`src/rtl/line_burst_adapter_if.sv`:
```
// Cache-line side and burst-memory side signals of the line burst adapter.
// The slave modport is the adapter's view; master is the surrounding environment.
interface line_burst_adapter_if #(
  parameter int unsigned SLine  = 256,
  parameter int unsigned SBurst = 64,
  parameter int unsigned AddrW  = 32
);
  logic [SLine-1:0]  line_i;
  logic [SLine-1:0]  line_o;
  logic [AddrW-1:0]  address_i;
  logic              read_i;
  logic              write_i;
  logic              resp_o;
  logic [SBurst-1:0] burst_i;
  logic [SBurst-1:0] burst_o;
  logic [AddrW-1:0]  address_o;
  logic              read_o;
  logic              write_o;
  logic              resp_i;

  modport slave (
    input  line_i, address_i, read_i, write_i, burst_i, resp_i,
    output line_o, resp_o, burst_o, address_o, read_o, write_o
  );

  modport master (
    output line_i, address_i, read_i, write_i, burst_i, resp_i,
    input  line_o, resp_o, burst_o, address_o, read_o, write_o
  );
endinterface

```
`src/rtl/line_burst_adapter.sv`:
```
// Converts one 256-bit cache line read/write into a 4-beat 64-bit memory burst.
// Optional protocol assertions are compiled in with LINE_ADAPTER_PROTOCOL_CHECK_EN.
module line_burst_adapter #(
  parameter int unsigned SLine   = 256,
  parameter int unsigned SBurst  = 64,
  parameter int unsigned NBeats  = SLine / SBurst,
  parameter int unsigned SOffset = 5,
  parameter int unsigned AddrW   = 32
) (
  input logic                 clk,
  input logic                 rst,
  line_burst_adapter_if.slave bus
);

  localparam int unsigned CntW = $clog2(NBeats);

  typedef enum logic [1:0] {StIdle, StRd, StWr, StDone} state_e;

  state_e                         state_q, state_d;
  logic [CntW-1:0]                cnt_q, cnt_d;
  logic [NBeats-1:0][SBurst-1:0]  buf_q, buf_d;
  logic [AddrW-1:0]               addr_q, addr_d;
  logic [SLine-1:0]               line_q, line_d;
  logic                           last_beat;

  assign last_beat = (cnt_q == CntW'(NBeats - 1));

  always_comb begin
    state_d = state_q;
    cnt_d   = cnt_q;
    buf_d   = buf_q;
    addr_d  = addr_q;
    line_d  = line_q;
    unique case (state_q)
      StIdle: begin
        // Write wins when both requests are present.
        if (bus.write_i) begin
          buf_d   = bus.line_i;
          addr_d  = {bus.address_i[AddrW-1:SOffset], {SOffset{1'b0}}};
          cnt_d   = '0;
          state_d = StWr;
        end else if (bus.read_i) begin
          addr_d  = {bus.address_i[AddrW-1:SOffset], {SOffset{1'b0}}};
          cnt_d   = '0;
          state_d = StRd;
        end
      end
      StRd: begin
        if (bus.resp_i) begin
          buf_d[cnt_q] = bus.burst_i;
          cnt_d        = cnt_q + CntW'(1);
          if (last_beat) begin
            // line_o only moves on read completion so it survives intervening writes.
            line_d  = buf_d;
            state_d = StDone;
          end
        end
      end
      StWr: begin
        if (bus.resp_i) begin
          cnt_d = cnt_q + CntW'(1);
          if (last_beat) state_d = StDone;
        end
      end
      StDone:  state_d = StIdle;
      default: state_d = StIdle;
    endcase
  end

  always_ff @(posedge clk or negedge rst) begin
    if (!rst) begin
      state_q <= StIdle;
      cnt_q   <= '0;
      buf_q   <= '0;
      addr_q  <= '0;
      line_q  <= '0;
    end else begin
      state_q <= state_d;
      cnt_q   <= cnt_d;
      buf_q   <= buf_d;
      addr_q  <= addr_d;
      line_q  <= line_d;
    end
  end

  assign bus.read_o    = (state_q == StRd);
  assign bus.write_o   = (state_q == StWr);
  assign bus.resp_o    = (state_q == StDone);
  assign bus.address_o = addr_q;
  assign bus.line_o    = line_q;
  assign bus.burst_o   = bus.write_o ? buf_q[cnt_q] : '0;

`ifdef LINE_ADAPTER_PROTOCOL_CHECK_EN
  a_req_excl: assert property (@(posedge clk) disable iff (!rst)
    (state_q == StIdle) |-> !(bus.read_i && bus.write_i))
    else $error("read_i and write_i both high in IDLE");

  a_req_hold: assert property (@(posedge clk) disable iff (!rst)
    (state_q inside {StRd, StWr}) |-> ((bus.read_i || bus.write_i) && $stable(bus.address_i)))
    else $error("request dropped or address_i changed before resp_o");

  a_resp_idle: assert property (@(posedge clk) disable iff (!rst)
    (state_q inside {StIdle, StDone}) |-> !bus.resp_i)
    else $error("resp_i high while in IDLE or DONE");

  a_burst_excl: assert property (@(posedge clk) disable iff (!rst)
    !(bus.read_o && bus.write_o))
    else $error("read_o and write_o both high");
`endif

endmodule

```
`src/flat_wrapper.sv`:
```
// flat-port wrapper written by rule: the top's interface ports become plain ports
module line_burst_adapter_flat 
#(
  parameter int unsigned SLine   = 256,
  parameter int unsigned SBurst  = 64,
  parameter int unsigned NBeats  = SLine / SBurst,
  parameter int unsigned SOffset = 5,
  parameter int unsigned AddrW   = 32
)
  (clk, rst, bus_line_i, bus_address_i, bus_read_i, bus_write_i, bus_burst_i, bus_resp_i, bus_line_o, bus_resp_o, bus_burst_o, bus_address_o, bus_read_o, bus_write_o);
  line_burst_adapter_if #(.SLine(SLine), .SBurst(SBurst), .AddrW(AddrW)) bus_i ();
  input logic clk;
  input logic rst;
  input wire logic [$bits(bus_i.line_i)-1:0] bus_line_i;
  input wire logic [$bits(bus_i.address_i)-1:0] bus_address_i;
  input wire logic [$bits(bus_i.read_i)-1:0] bus_read_i;
  input wire logic [$bits(bus_i.write_i)-1:0] bus_write_i;
  input wire logic [$bits(bus_i.burst_i)-1:0] bus_burst_i;
  input wire logic [$bits(bus_i.resp_i)-1:0] bus_resp_i;
  output wire logic [$bits(bus_i.line_o)-1:0] bus_line_o;
  output wire logic [$bits(bus_i.resp_o)-1:0] bus_resp_o;
  output wire logic [$bits(bus_i.burst_o)-1:0] bus_burst_o;
  output wire logic [$bits(bus_i.address_o)-1:0] bus_address_o;
  output wire logic [$bits(bus_i.read_o)-1:0] bus_read_o;
  output wire logic [$bits(bus_i.write_o)-1:0] bus_write_o;
  assign bus_i.line_i = bus_line_i;
  assign bus_i.address_i = bus_address_i;
  assign bus_i.read_i = bus_read_i;
  assign bus_i.write_i = bus_write_i;
  assign bus_i.burst_i = bus_burst_i;
  assign bus_i.resp_i = bus_resp_i;
  assign bus_line_o = bus_i.line_o;
  assign bus_resp_o = bus_i.resp_o;
  assign bus_burst_o = bus_i.burst_o;
  assign bus_address_o = bus_i.address_o;
  assign bus_read_o = bus_i.read_o;
  assign bus_write_o = bus_i.write_o;
  line_burst_adapter #(.SLine(SLine), .SBurst(SBurst), .NBeats(NBeats), .SOffset(SOffset), .AddrW(AddrW)) u_core (.clk(clk), .rst(rst), .bus(bus_i));
endmodule
```
`config.mk`:
```
export PLATFORM = sky130hd
export DESIGN_NAME = line_burst_adapter_flat
export DESIGN_NICKNAME = d
export VERILOG_FILES = /design/src/rtl/line_burst_adapter_if.sv /design/src/rtl/line_burst_adapter.sv /design/src/flat_wrapper.sv
export SDC_FILE = /design/constraint.sdc
export NUM_CORES = 1
export LEC_CHECK = 0
export ABC_AREA = 1
export CORE_ASPECT_RATIO = 1.75
export CORE_UTILIZATION = 40
export CTS_CLUSTER_DIAMETER = 80
export DETAILED_ROUTE_END_ITERATION = 10
export MAX_ROUTING_LAYER = met4
export PLACE_DENSITY = 0.66
export SYNTH_ARGS = -nofsm -noshare
export SYNTH_HDL_FRONTEND = slang
export SYNTH_SLANG_ARGS = --single-unit
```
`constraint.sdc`:
```
create_clock -name clk -period 5.35 [get_ports clk]
set_clock_uncertainty 0.05 [all_clocks]
set_input_delay 1.07 -clock clk [delete_from_list [all_inputs] [get_ports clk]]
set_output_delay 1.07 -clock clk [all_outputs]
set_load 0.05 [all_outputs]
```
Word-level counts from Yosys, hierarchy flattened. Index checks and enable logic that the tools add are counted.

Register bits after elaboration: 548. Latch bits: 0. Bits in writable memories: 0. Bits in read-only memories: 0. Output and inout bits: 355. Memories: 0.

Add/sub/neg operators: 1. $mul: 0. Div/mod/pow operators: 0. $lt $le $gt $ge: 2. Equal/unequal tests: 9. Shift-type cells: 0. Mux-type cells: 20. Bitwise gates (word level): 0. Reduce and logical (&&, ||, !) cells: 11.

Operator list (number): $mux W256 (2); $pmux W256 S2 (1); $bwmux W256 (1); $mux W64 (3); $bmux W64 S2 (1); $demux W64 S2 (1); $mux W32 (2); $mux W2 (7); $reduce_and A3 Y1 (4); $eq A2 B2 Y1 const B (3); $pmux W2 S3 (1); $reduce_bool A2 Y1 (3); $ne A2 B1 Y1 const B (2); $ne A2 B2 Y1 const B (2); $pmux W2 S2 (1); $lt A2 B3 Y1 const B (1); $ne A3 B3 Y1 const B (1); $add A2 B1 Y2 const B (1); $eq A2 B1 Y1 const B (1); $ge A2 B1 Y1 const B (1); $logic_not A2 Y1 (1); $reduce_and A2 Y1 (1); $reduce_or A2 Y1 (1); $logic_and A1 B1 Y1 (1).

Depth between registers and ports, before layout. Gate-level depths: netlist (run 1).

Depth after elaboration: 7. Depth in mapped cells: 13.

Worst setup path after synthesis (run 1). OpenSTA, ideal clock, no wires.

Path kind: register -> output. From: register u_core.state_q[0]. To: output bus_burst_o[10]. Data arrival time: 2.150 ns. Data required time: 4.230 ns. Path slack: 2.080 ns. Cell stages (with the launch flop): 6. Cell sequence: dfrtp_1 inv_1 ha_1 inv_2 clkbuf_1 a21oi_1.

Cells in the longest elaborated chain, start to end: 2.

Ends and longest elaborated chain: start: declaration (line line_burst_adapter.sv:19) `state_e state_q, state_d;`; start signal: assignment (line line_burst_adapter.sv:72) `state_q <= StIdle;`; start signal: assignment (line line_burst_adapter.sv:78) `state_q <= state_d;`; $eq A2 B2 Y1 (line line_burst_adapter.sv:87) `assign bus.write_o = (state_q == StWr);`; named net bus_write_o (line flat_wrapper.sv:25) `output wire logic [$bits(bus_i.write_o)-1:0] bus_write_o;`; $mux W64 (line line_burst_adapter.sv:91) `assign bus.burst_o = bus.write_o ? buf_q[cnt_q] : '0;`; end: declaration (line flat_wrapper.sv:22) `output wire logic [$bits(bus_i.burst_o)-1:0] bus_burst_o;`.

The timed path passes the listed nets, and every way through them passes these cells.

Worst setup path after layout (run 1).
From: register u_core.cnt_q[1]. To: output bus_burst_o[43].

Cells in the longest elaborated chain, start to end: 3.

Ends and longest elaborated chain: start: declaration (line line_burst_adapter.sv:20) `logic [CntW-1:0] cnt_q, cnt_d;`; start signal: assignment (line line_burst_adapter.sv:79) `cnt_q <= cnt_d;`; $bmux W64 S2 (line line_burst_adapter.sv:91); $mux W64 (implied by the code) (line line_burst_adapter.sv:91); $mux W64 (line line_burst_adapter.sv:91).

No other way between the ends. The select of a mux whose other input is x is not followed.

==> impl_metrics.env, run 1 <==
export IMPL_p_switching_mw=15.8
export IMPL_fin_crit_sh_pct=89.4
export IMPL_whs_ns=0.371
export IMPL_power_density_nw_per_um2=728
export IMPL_p_leak_nw=21.3
export IMPL_yosys_register_bits=543
export IMPL_antenna_found_initial=31
export IMPL_clk_pin_slew_ns=0.06
export IMPL_dr_pass1_iters=5
export IMPL_critPathCaptureType="output pin"
export IMPL_netlist_instances=4808
export IMPL_seqPwrFrac_pct=24.7
export IMPL_clkLatencyLatePin_ns=0.63
export IMPL_dp_cells=6300
export IMPL_worstPathRequired_ns=4.23
export IMPL_rsz0062_at_grt="false"
export IMPL_cts_sinks=543
export IMPL_die_area_sq_um=79700
export IMPL_power_switching_share_pct=52.8
export IMPL_yosysTopAreaCellShare_pct=43.3
export IMPL_synth_edf_count=0
export IMPL_grt_max_degree=191
export IMPL_syn2layout_area_growth_pct=30.7
export IMPL_worstSetupPathType="reg2out"
export IMPL_r2r_slack_ns=1.54
export IMPL_floorplan_initialDensity_pct=40.5
export IMPL_grt_overflow=0
export IMPL_clockBufferDepth=3
export IMPL_max_freq_mhz=209
export IMPL_drc=0
export IMPL_h_tree_depth=2
export IMPL_slew_headroom_pct=15.1
export IMPL_async_flop_share_pct=100
export IMPL_die_y_microns=373
export IMPL_post_dp_cell_area_sq_um=39200
export IMPL_critical_path_slowest_cell="clkdlybuf4s50_1"
export IMPL_maxCapViolations=0
export IMPL_num_rows=135
export IMPL_wl_per_cell_microns=19.5
export IMPL_cts_tree="yes"
export IMPL_dr_first_iter_drc_count=2268
export IMPL_stdcell_count=6426
export IMPL_track_usage_pct=32.0
export IMPL_status="finished, final reports clean"
export IMPL_syn_avg_cell_area_sq_um=6.53
export IMPL_setup_tns_ns=0
export IMPL_gp_congestion=0.915
export IMPL_grt_pass1_vias=31000
export IMPL_yosysWarnings=0
export IMPL_worst_ep_arrival_time_ns=3.66
export IMPL_vias=32100
export IMPL_postCtsSetupBuffers=0
export IMPL_ios=712
export IMPL_synth_top_cell_by_area="dfrtp_1"
export IMPL_hold_buffers=0
export IMPL_tightest_slew_ns=1.27
export IMPL_final_cell_area_sq_um=41100
export IMPL_use_met2_pct=51.5
export IMPL_synthFlopType="dfrtp_1"
export IMPL_synth_area_leaders="dfrtp_1 (43%), nand2_1 (28%), inv_1 (7.4%)"
export IMPL_ys_seq_area_share_pct=43.3
export IMPL_grt_pass1_wl_microns=186000
export IMPL_report_final_setup_viol=0
export IMPL_hold_path_class="in2async"
export IMPL_cpPeakStageDelay_ns=0.86
export IMPL_yosysMostFrequentCell="nand2_1"
export IMPL_wl_microns=125000
export IMPL_post_cts_resized=0
export IMPL_die_x_microns=214
export IMPL_coreArea_sq_um=77500
export IMPL_fin_crit_ns=4.78
export IMPL_p_int_mw=14.1
export IMPL_ant_nets=0
export IMPL_fin_util_pct=52.9
export IMPL_ir_worst_vdd_mv=0.647
export IMPL_grtUsageMet3_pct=7.98
export IMPL_detail_route_vias_per_cell=4.99
export IMPL_post_dp_hpwl_microns=81300
export IMPL_ys_top_cells_by_count="nand2_1 (2350), inv_1 (618), dfrtp_1 (543)"
export IMPL_crit_path_start_kind="flip-flop"
export IMPL_numPortBuffers=701
export IMPL_power_frac_comb_pct=61.8
export IMPL_syn_area_sq_um=31400
export IMPL_hold_viol_final=0
export IMPL_grt_most_used_layer="met2"
export IMPL_netlist_cell_type_count=18
export IMPL_met1_usage_pct=36.1
export IMPL_root_buffer="clkbuf_16"
export IMPL_nNetsFinal=5700
export IMPL_drive_above_1_share_pct=2.72
export IMPL_path_cells="inv_4, buf_4, nand3_1, a21oi_1, clkdlybuf4s50_1"
export IMPL_cts_buffers=56
export IMPL_clockPowerShare_pct=13.5
export IMPL_critPathMaxFanout=40
export IMPL_drv_slew=0
-- power groups by stage --
stage	logic (mW)	clock network (mW)	registers, mW
detailed placement	18.4	0	7.39
global placement	18.3	0	7.35
global route	20.0	4.26	7.63
floorplan	8.42	0	11.0
CTS	18.5	4.13	7.37
finish	18.5	4.04	7.39
-- stage by stage --
step                      power [mW]  worst slack (ns)
after floorplan                 19.4              2.08
after global placement          25.7              1.23
after detailed placement        25.8              1.24
after CTS                       30.0             0.542
after global routing            31.9             0.512
final                           29.9             0.567
-- path summary, 6_finish.rpt --
check                                    endpoint               from  cells past startpoint
max                               bus_burst_o[43]    u_core.cnt_q[1]                      5
min                        u_core.bus.line_o[248]                rst                      1
max reg2reg                u_core.bus.line_o[247]    u_core.cnt_q[1]                      6
min reg2reg                     u_core.buf_q[191]  u_core.buf_q[191]                      2
max in group asynchronous       u_core.buf_q[135]                rst                      2
min in group clk                u_core.buf_q[191]  u_core.buf_q[191]                      2
-- layout make-up --
class                      count  area (sq um)
antenna                       31          77.6
clock buffer                  80          1610
clock inverter                15           185
fill                        7628         36500
inverter                     624          2370
multi-input combinational   3365         14400
sequential                   543         13600
tap                         1027          1280
timing repair buffer         741          7530
-- layout by cell type, fill, tap and decap left out --
| cell type | count |
|---|---|
| buf_8 | 1 |
| nor3_4 | 1 |
| buf_12 | 17 |
| inv_1 | 613 |
| clkinv_2 | 9 |
| diode_2 | 31 |
| nor2_1 | 2 |
| bufinv_16 | 4 |
| o21ai_0 | 256 |
| clkbuf_8 | 10 |
| inv_8 | 2 |
| inv_6 | 3 |
| buf_4 | 23 |
| nand3_1 | 386 |
| inv_2 | 4 |
| conb_1 | 5 |
| ha_2 | 4 |
| dfrtp_4 | 2 |
| clkbuf_16 | 57 |
| and2_1 | 255 |
| ha_1 | 5 |
| o21ai_4 | 1 |
| a21oi_1 | 64 |
| inv_4 | 3 |
| dfrtp_1 | 541 |
| clkinvlp_4 | 1 |
| nand4_1 | 5 |
| ha_4 | 3 |
| clkbuf_1 | 13 |
| o21ai_1 | 27 |
| clkdlybuf4s50_1 | 700 |
| nand2_1 | 2350 |
| nand3_4 | 1 |
-- routing by layer --
| layer | share of wire [%] | vias up |
|---|---|---|
| met1 | 38 | 14900 |
| met3 | 8.8 | 333 |
| li1 | - | 15500 |
| met2 | 48 | 1361 |
| met4 | 5.6 | 0 |
| met5 | 0 | - |
-- sequential cells by signal (all words and copies together) (netlist names) --
register	flops
u_core.state_q	2
u_core.bus.address_o	27
u_core.bus.line_o	256
u_core.buf_q	256
u_core.cnt_q	2
-- cell families (layout without fill, tap and decap cells) --
| logic type | count (synthesis) | after routing | share of synthesized area, % |
|---|---|---|---|
| compound gates | 348 | 348 | 5.55 |
| fa+ha+maj | 12 | 12 | 0.478 |
| buf+inv | 904 | 1460 | 11.2 |
| flops | 543 | 543 | 43.3 |
| other cells | 1 | 36 | 0.0119 |
| simple gates | 3000 | 3000 | 39.5 |
-- worst max-delay path: cells and delay by family (launching register included) --
kind	cells	cell delay (ns)
AO/OA/AOI/OAI	1	0.27
flip-flops	1	0.75
AND/OR/NAND/NOR	1	0.17
buffers and inverters	3	1.80
Power figures use the tool's default switching activity.
==> inputs of run 2 (changes only) <==
--- a/config.mk
+++ b/config.mk
@@ -7,6 +7,7 @@
 export LEC_CHECK = 0
 export ABC_AREA = 1
 export CORE_ASPECT_RATIO = 1.75
+export CORE_MARGIN = 2
 export CORE_UTILIZATION = 40
 export CTS_CLUSTER_DIAMETER = 80
 export DETAILED_ROUTE_END_ITERATION = 10
==> run 2 against run 1 <==
Against the previous run: via count down 0.13%; core utilization down 0.56 points; routed wire length down 1.3%; critical path depth unchanged; worst hold slack better by 0.047 ns; critical path type unchanged; largest cell class unchanged; largest power group unchanged; highest routed layer unchanged.
==> impl_metrics.env, run 2 (synthesis results as in run 1) <==
export IMPL_status="finished, final reports clean"
export IMPL_met1_usage_pct=35.0
export IMPL_critPathMaxFanout=37
export IMPL_cts_buffers=54
export IMPL_drv_slew=0
export IMPL_antenna_found_initial=21
export IMPL_floorplan_initialDensity_pct=40.2
export IMPL_hold_path_class="in2async"
export IMPL_fin_util_pct=52.4
export IMPL_root_buffer="clkbuf_16"
export IMPL_critPathCaptureType="output pin"
export IMPL_rsz0062_at_grt="false"
export IMPL_ir_worst_vdd_mv=0.534
export IMPL_maxCapViolations=0
export IMPL_fin_crit_ns=4.53
export IMPL_drive_above_1_share_pct=2.83
export IMPL_use_met2_pct=51.4
export IMPL_layout_common_cells="nand2_1 (2350), clkdlybuf4s50_1 (700), inv_1 (613)"
export IMPL_num_rows=136
export IMPL_setup_tns_ns=0
export IMPL_grt_pass1_wl_microns=187000
export IMPL_grt_overflow=0
export IMPL_grtUsageMet3_pct=7.21
export IMPL_whs_ns=0.418
export IMPL_h_tree_depth=2
export IMPL_clk_pin_slew_ns=0.06
export IMPL_track_usage_pct=31.0
export IMPL_report_final_setup_viol=0
export IMPL_wl_per_cell_microns=19.2
export IMPL_detail_route_vias_per_cell=4.99
export IMPL_hold_viol_final=0
export IMPL_nNetsFinal=5701
export IMPL_cts_tree="yes"
export IMPL_tightest_slew_ns=1.17
export IMPL_ant_nets=0
export IMPL_post_dp_hpwl_microns=81900
export IMPL_ios=712
export IMPL_max_freq_mhz=221
export IMPL_worstPathRequired_ns=4.23
export IMPL_die_area_sq_um=80900
export IMPL_total_power_mw=29.6
export IMPL_p_leak_nw=21.3
export IMPL_die_x_microns=216
export IMPL_vias=32000
export IMPL_slew_headroom_pct=21.7
export IMPL_fin_crit_sh_pct=84.7
export IMPL_post_cts_resized=0
export IMPL_grt_max_degree=212
export IMPL_cts_sinks=543
export IMPL_dr_first_iter_drc_count=2790
export IMPL_numPortBuffers=701
export IMPL_crit_path_start_kind="flip-flop"
export IMPL_postCtsSetupBuffers=0
export IMPL_hold_buffers=0
export IMPL_die_y_microns=375
export IMPL_r2r_start="u_core.cnt_q[1]"
export IMPL_n_fill_cell=7664
export IMPL_clockBufferDepth=3
export IMPL_dr_pass1_iters=6
export IMPL_wl_microns=124000
export IMPL_grt_pass1_vias=31300
export IMPL_worst_ep_arrival_time_ns=3.41
export IMPL_grt_most_used_layer="met2"
export IMPL_worstSetupPathType="reg2out"
export IMPL_gp_congestion=0.900
export IMPL_syn2layout_area_growth_pct=30.3
export IMPL_final_common_cell="nand2_1"
export IMPL_power_density_nw_per_um2=724
export IMPL_clkLatencyLatePin_ns=0.62
export IMPL_drc=0
export IMPL_coreArea_sq_um=78100
export IMPL_cp_startpoint="u_core.cnt_q[1]"
-- run 2: final timing paths --
check                                               to  slack (ns)  cells past startpoint
worst max-delay path                   bus_burst_o[24]        0.82                      5
worst min-delay path                  u_core.buf_q[23]        0.42                      1
worst max register to register   u_core.bus.line_o[91]        1.85                      8
worst min register to register       u_core.buf_q[222]        0.43                      2
max in group asynchronous       u_core.bus.line_o[135]        3.73                      2
min in group clk                     u_core.buf_q[222]        0.43                      2
-- run 2: routing by layer --
metal,part of all wire (%),up-vias
met5,0,-
met4,5.2,0
met3,8.4,302
met2,48,1372
met1,38,14900
li1,-,15500
-- run 2: per-stage QoR --
stage               instance area, sq um  setup WS, ns  cells
finish                             40900         0.816   6427
global route                       40900         0.726   6427
CTS                                40900         0.771   6407
detailed placement                 39100          1.47   6311
global placement                   39100          1.46   6311
floorplan                          31400          2.08   4812
-- run 2: critical path: stages (launching register included) --
cell	delay, ns
dfrtp_4	0.63
inv_4	0.56
buf_12	0.31
nand3_1	0.18
a21oi_1	0.23
clkdlybuf4s50_1	0.84
-- run 2: final cells by class --
type	instances	area, sq um	area share, %
clock buffer	78	1580	3.87
sequential	543	13600	33.2
antenna	20	50.0	0.122
tap	1035	1290	3.16
inverter	624	2370	5.79
timing repair buffer	744	7480	18.3
clock inverter	18	150	0.367
multi-input combinational	3365	14400	35.2
-- run 2: power breakdown --
| group | total (mW) | switching, mW | internal (mW) |
|---|---|---|---|
| clock | 3.90 | 1.76 | 2.14 |
| sequential | 7.37 | 1.17 | 6.20 |
| combinational | 18.4 | 12.8 | 5.60 |
==> inputs of run 3 (changes only) <==
==> constraint.sdc (replaced) <==
create_clock -name clk -period 4.7 [get_ports clk]
set_clock_uncertainty 0.05 [all_clocks]
set_input_delay 0.94 -clock clk [delete_from_list [all_inputs] [get_ports clk]]
set_output_delay 0.94 -clock clk [all_outputs]
set_load 0.05 [all_outputs]
==> run 3 against run 2 <==
Against the previous run: routed wire length increased by 0.23%; global-route usage about the same; critical path depth unchanged; first-iteration DRC count decreased by 16%.
==> impl_metrics.env, run 3 (synthesis results as in run 1) <==
export IMPL_coreArea_sq_um=78100
export IMPL_reg2regPathDepth=7
export IMPL_whs_ns=0.323
export IMPL_p_int_mw=16.2
export IMPL_slew_headroom_pct=21.7
export IMPL_cts_buffers=54
export IMPL_path_cells="inv_6, nand2_1, nand3_1, a21oi_1, clkdlybuf4s50_1"
export IMPL_seqPwrFrac_pct=24.6
export IMPL_post_dp_cell_area_sq_um=39400
export IMPL_cts_sinks=543
export IMPL_h_tree_depth=2
export IMPL_post_cts_resized=0
export IMPL_power_density_nw_per_um2=828
export IMPL_setup_tns_ns=0
export IMPL_die_area_sq_um=80900
export IMPL_die_x_microns=216
export IMPL_floorplan_initialDensity_pct=40.2
export IMPL_clockBufferDepth=3
export IMPL_max_freq_mhz=223
export IMPL_detail_route_vias_per_cell=4.98
export IMPL_die_y_microns=375
export IMPL_power_switching_share_pct=52.6
export IMPL_worstSetupPathType="reg2out"
export IMPL_ant_nets=0
export IMPL_gp_congestion=0.907
export IMPL_nNetsFinal=5715
export IMPL_cpPeakStageDelay_ns=0.94
export IMPL_grt_overflow=0
export IMPL_clk_pin_slew_ns=0.07
export IMPL_dr_first_iter_drc_count=2351
export IMPL_wl_microns=124000
export IMPL_postCtsSetupBuffers=0
export IMPL_numPortBuffers=701
export IMPL_hold_viol_final=0
export IMPL_maxCapViolations=0
export IMPL_worstPathRequired_ns=3.71
export IMPL_tightest_slew_ns=1.17
export IMPL_critPathMaxFanout=56
export IMPL_worst_ep_arrival_time_ns=3.50
export IMPL_num_rows=136
export IMPL_rsz0062_at_grt="false"
export IMPL_cts_tree="yes"
export IMPL_vias=32100
export IMPL_r2r_start="u_core.cnt_q[0]"
export IMPL_grt_pass1_wl_microns=187000
export IMPL_endpoint="bus_burst_o[55]"
export IMPL_critPathCaptureType="output pin"
export IMPL_power_frac_comb_pct=61.7
export IMPL_wl_per_cell_microns=19.2
export IMPL_ios=712
export IMPL_cp_startpoint="u_core.cnt_q[0]"
export IMPL_r2r_end="u_core.bus.line_o[13]"
export IMPL_layout_common_cells="nand2_1 (2350), clkdlybuf4s50_1 (699), inv_1 (613)"
export IMPL_grt_pass1_vias=31100
export IMPL_drc=0
export IMPL_fin_util_pct=52.9
export IMPL_p_switching_mw=18.0
export IMPL_grt_max_degree=132
export IMPL_antenna_found_initial=25
export IMPL_syn2layout_area_growth_pct=31.5
export IMPL_p_leak_nw=21.5
export IMPL_drive_above_1_share_pct=3.17
export IMPL_hold_buffers=0
export IMPL_ir_worst_vdd_mv=0.542
export IMPL_dp_cells=6325
export IMPL_n_fill_cell=7712
export IMPL_track_usage_pct=31.0
export IMPL_final_common_cell="nand2_1"
export IMPL_final_cell_area_sq_um=41300
export IMPL_drv_slew=0
export IMPL_clockPowerShare_pct=13.7
export IMPL_root_buffer="clkbuf_16"
export IMPL_crit_path_start_kind="flip-flop"
export IMPL_stdcell_count=6450
export IMPL_critical_path_slowest_cell="clkdlybuf4s50_1"
export IMPL_dr_pass1_iters=6
export IMPL_r2r_slack_ns=1.37
export IMPL_fin_crit_ns=4.49
export IMPL_clkLatencyLatePin_ns=0.63
export IMPL_fin_crit_sh_pct=95.6
export IMPL_status="finished, final reports clean"
export IMPL_hold_path_class="in2async"
export IMPL_post_dp_hpwl_microns=82700
export IMPL_report_final_setup_viol=0
[run 3: changes by cell type in the layout (fill, tap and decap cells not counted)]
cell	delta
clkdlybuf4s50_1	-1
buf_12	+11
diode_2	+5
bufinv_16	+3
clkinvlp_4	-1
clkbuf_16	+2
buf_4	+4
[run 3: final cells by class]
cell class / count / area [sq um] / share of cell area (%)
Clock inverter: 20 / 233 / 0.563
Timing Repair Buffer: 758 / 7720 / 18.7
Clock buffer: 80 / 1630 / 3.95
Multi-Input combinational cell: 3365 / 14400 / 34.8
Inverter: 624 / 2370 / 5.74
Sequential cell: 543 / 13600 / 32.9
Antenna cell: 25 / 62.6 / 0.151
Tap cell: 1035 / 1290 / 3.14
[run 3: worst max-delay path, delay by kind of cell, from the launching register on]
kind            cells  cell delay [ns]
simple gates        2             0.26
compound gates      1             0.45
flops               1             0.79
buf+inv             2             1.29
[run 3: routing by layer]
metal	vias to the layer above	global-route usage, %	wire (microns)
met5	-	-	0
li1	15500	-	-
met1	14900	35.9	48300
met2	1349	49.8	58800
met3	338	7.07	9940
met4	0	16.7	6740
[run 3: how the worst min path moves through the flow]
| stage | from | end | slack [ns] | depth (start not counted) |
|---|---|---|---|---|
| after floorplan | u_core.buf_q[0] | u_core.buf_q[0] | 0.40 | 2 |
| after global placement | u_core.buf_q[83] | u_core.buf_q[83] | 0.41 | 2 |
| after global routing | rst | u_core.buf_q[88] | 0.37 | 1 |
| after CTS | rst | u_core.buf_q[88] | 0.36 | 1 |
| after detailed placement | u_core.buf_q[244] | u_core.buf_q[244] | 0.41 | 2 |
| final | rst | u_core.buf_q[88] | 0.32 | 1 |
[run 3: power groups by stage]
stage	registers, mW	clock network (mW)	logic (mW)
4_1_cts	8.40	4.77	21.1
6_report	8.42	4.69	21.1
3_3_place_gp	8.38	0	20.9
3_5_place_dp	8.43	0	21.0
5_1_grt	8.67	4.94	22.8
2_1_floorplan	12.5	0	9.58
[run 3: through the flow]
| stage | setup slack, ns | total power, mW |
|---|---|---|
| 2_1_floorplan | 1.56 | 22.1 |
| 3_3_place_gp | 0.929 | 29.3 |
| 3_5_place_dp | 0.931 | 29.5 |
| 4_1_cts | 0.241 | 34.3 |
| 5_1_grt | 0.164 | 36.4 |
| 6_report | 0.208 | 34.2 |
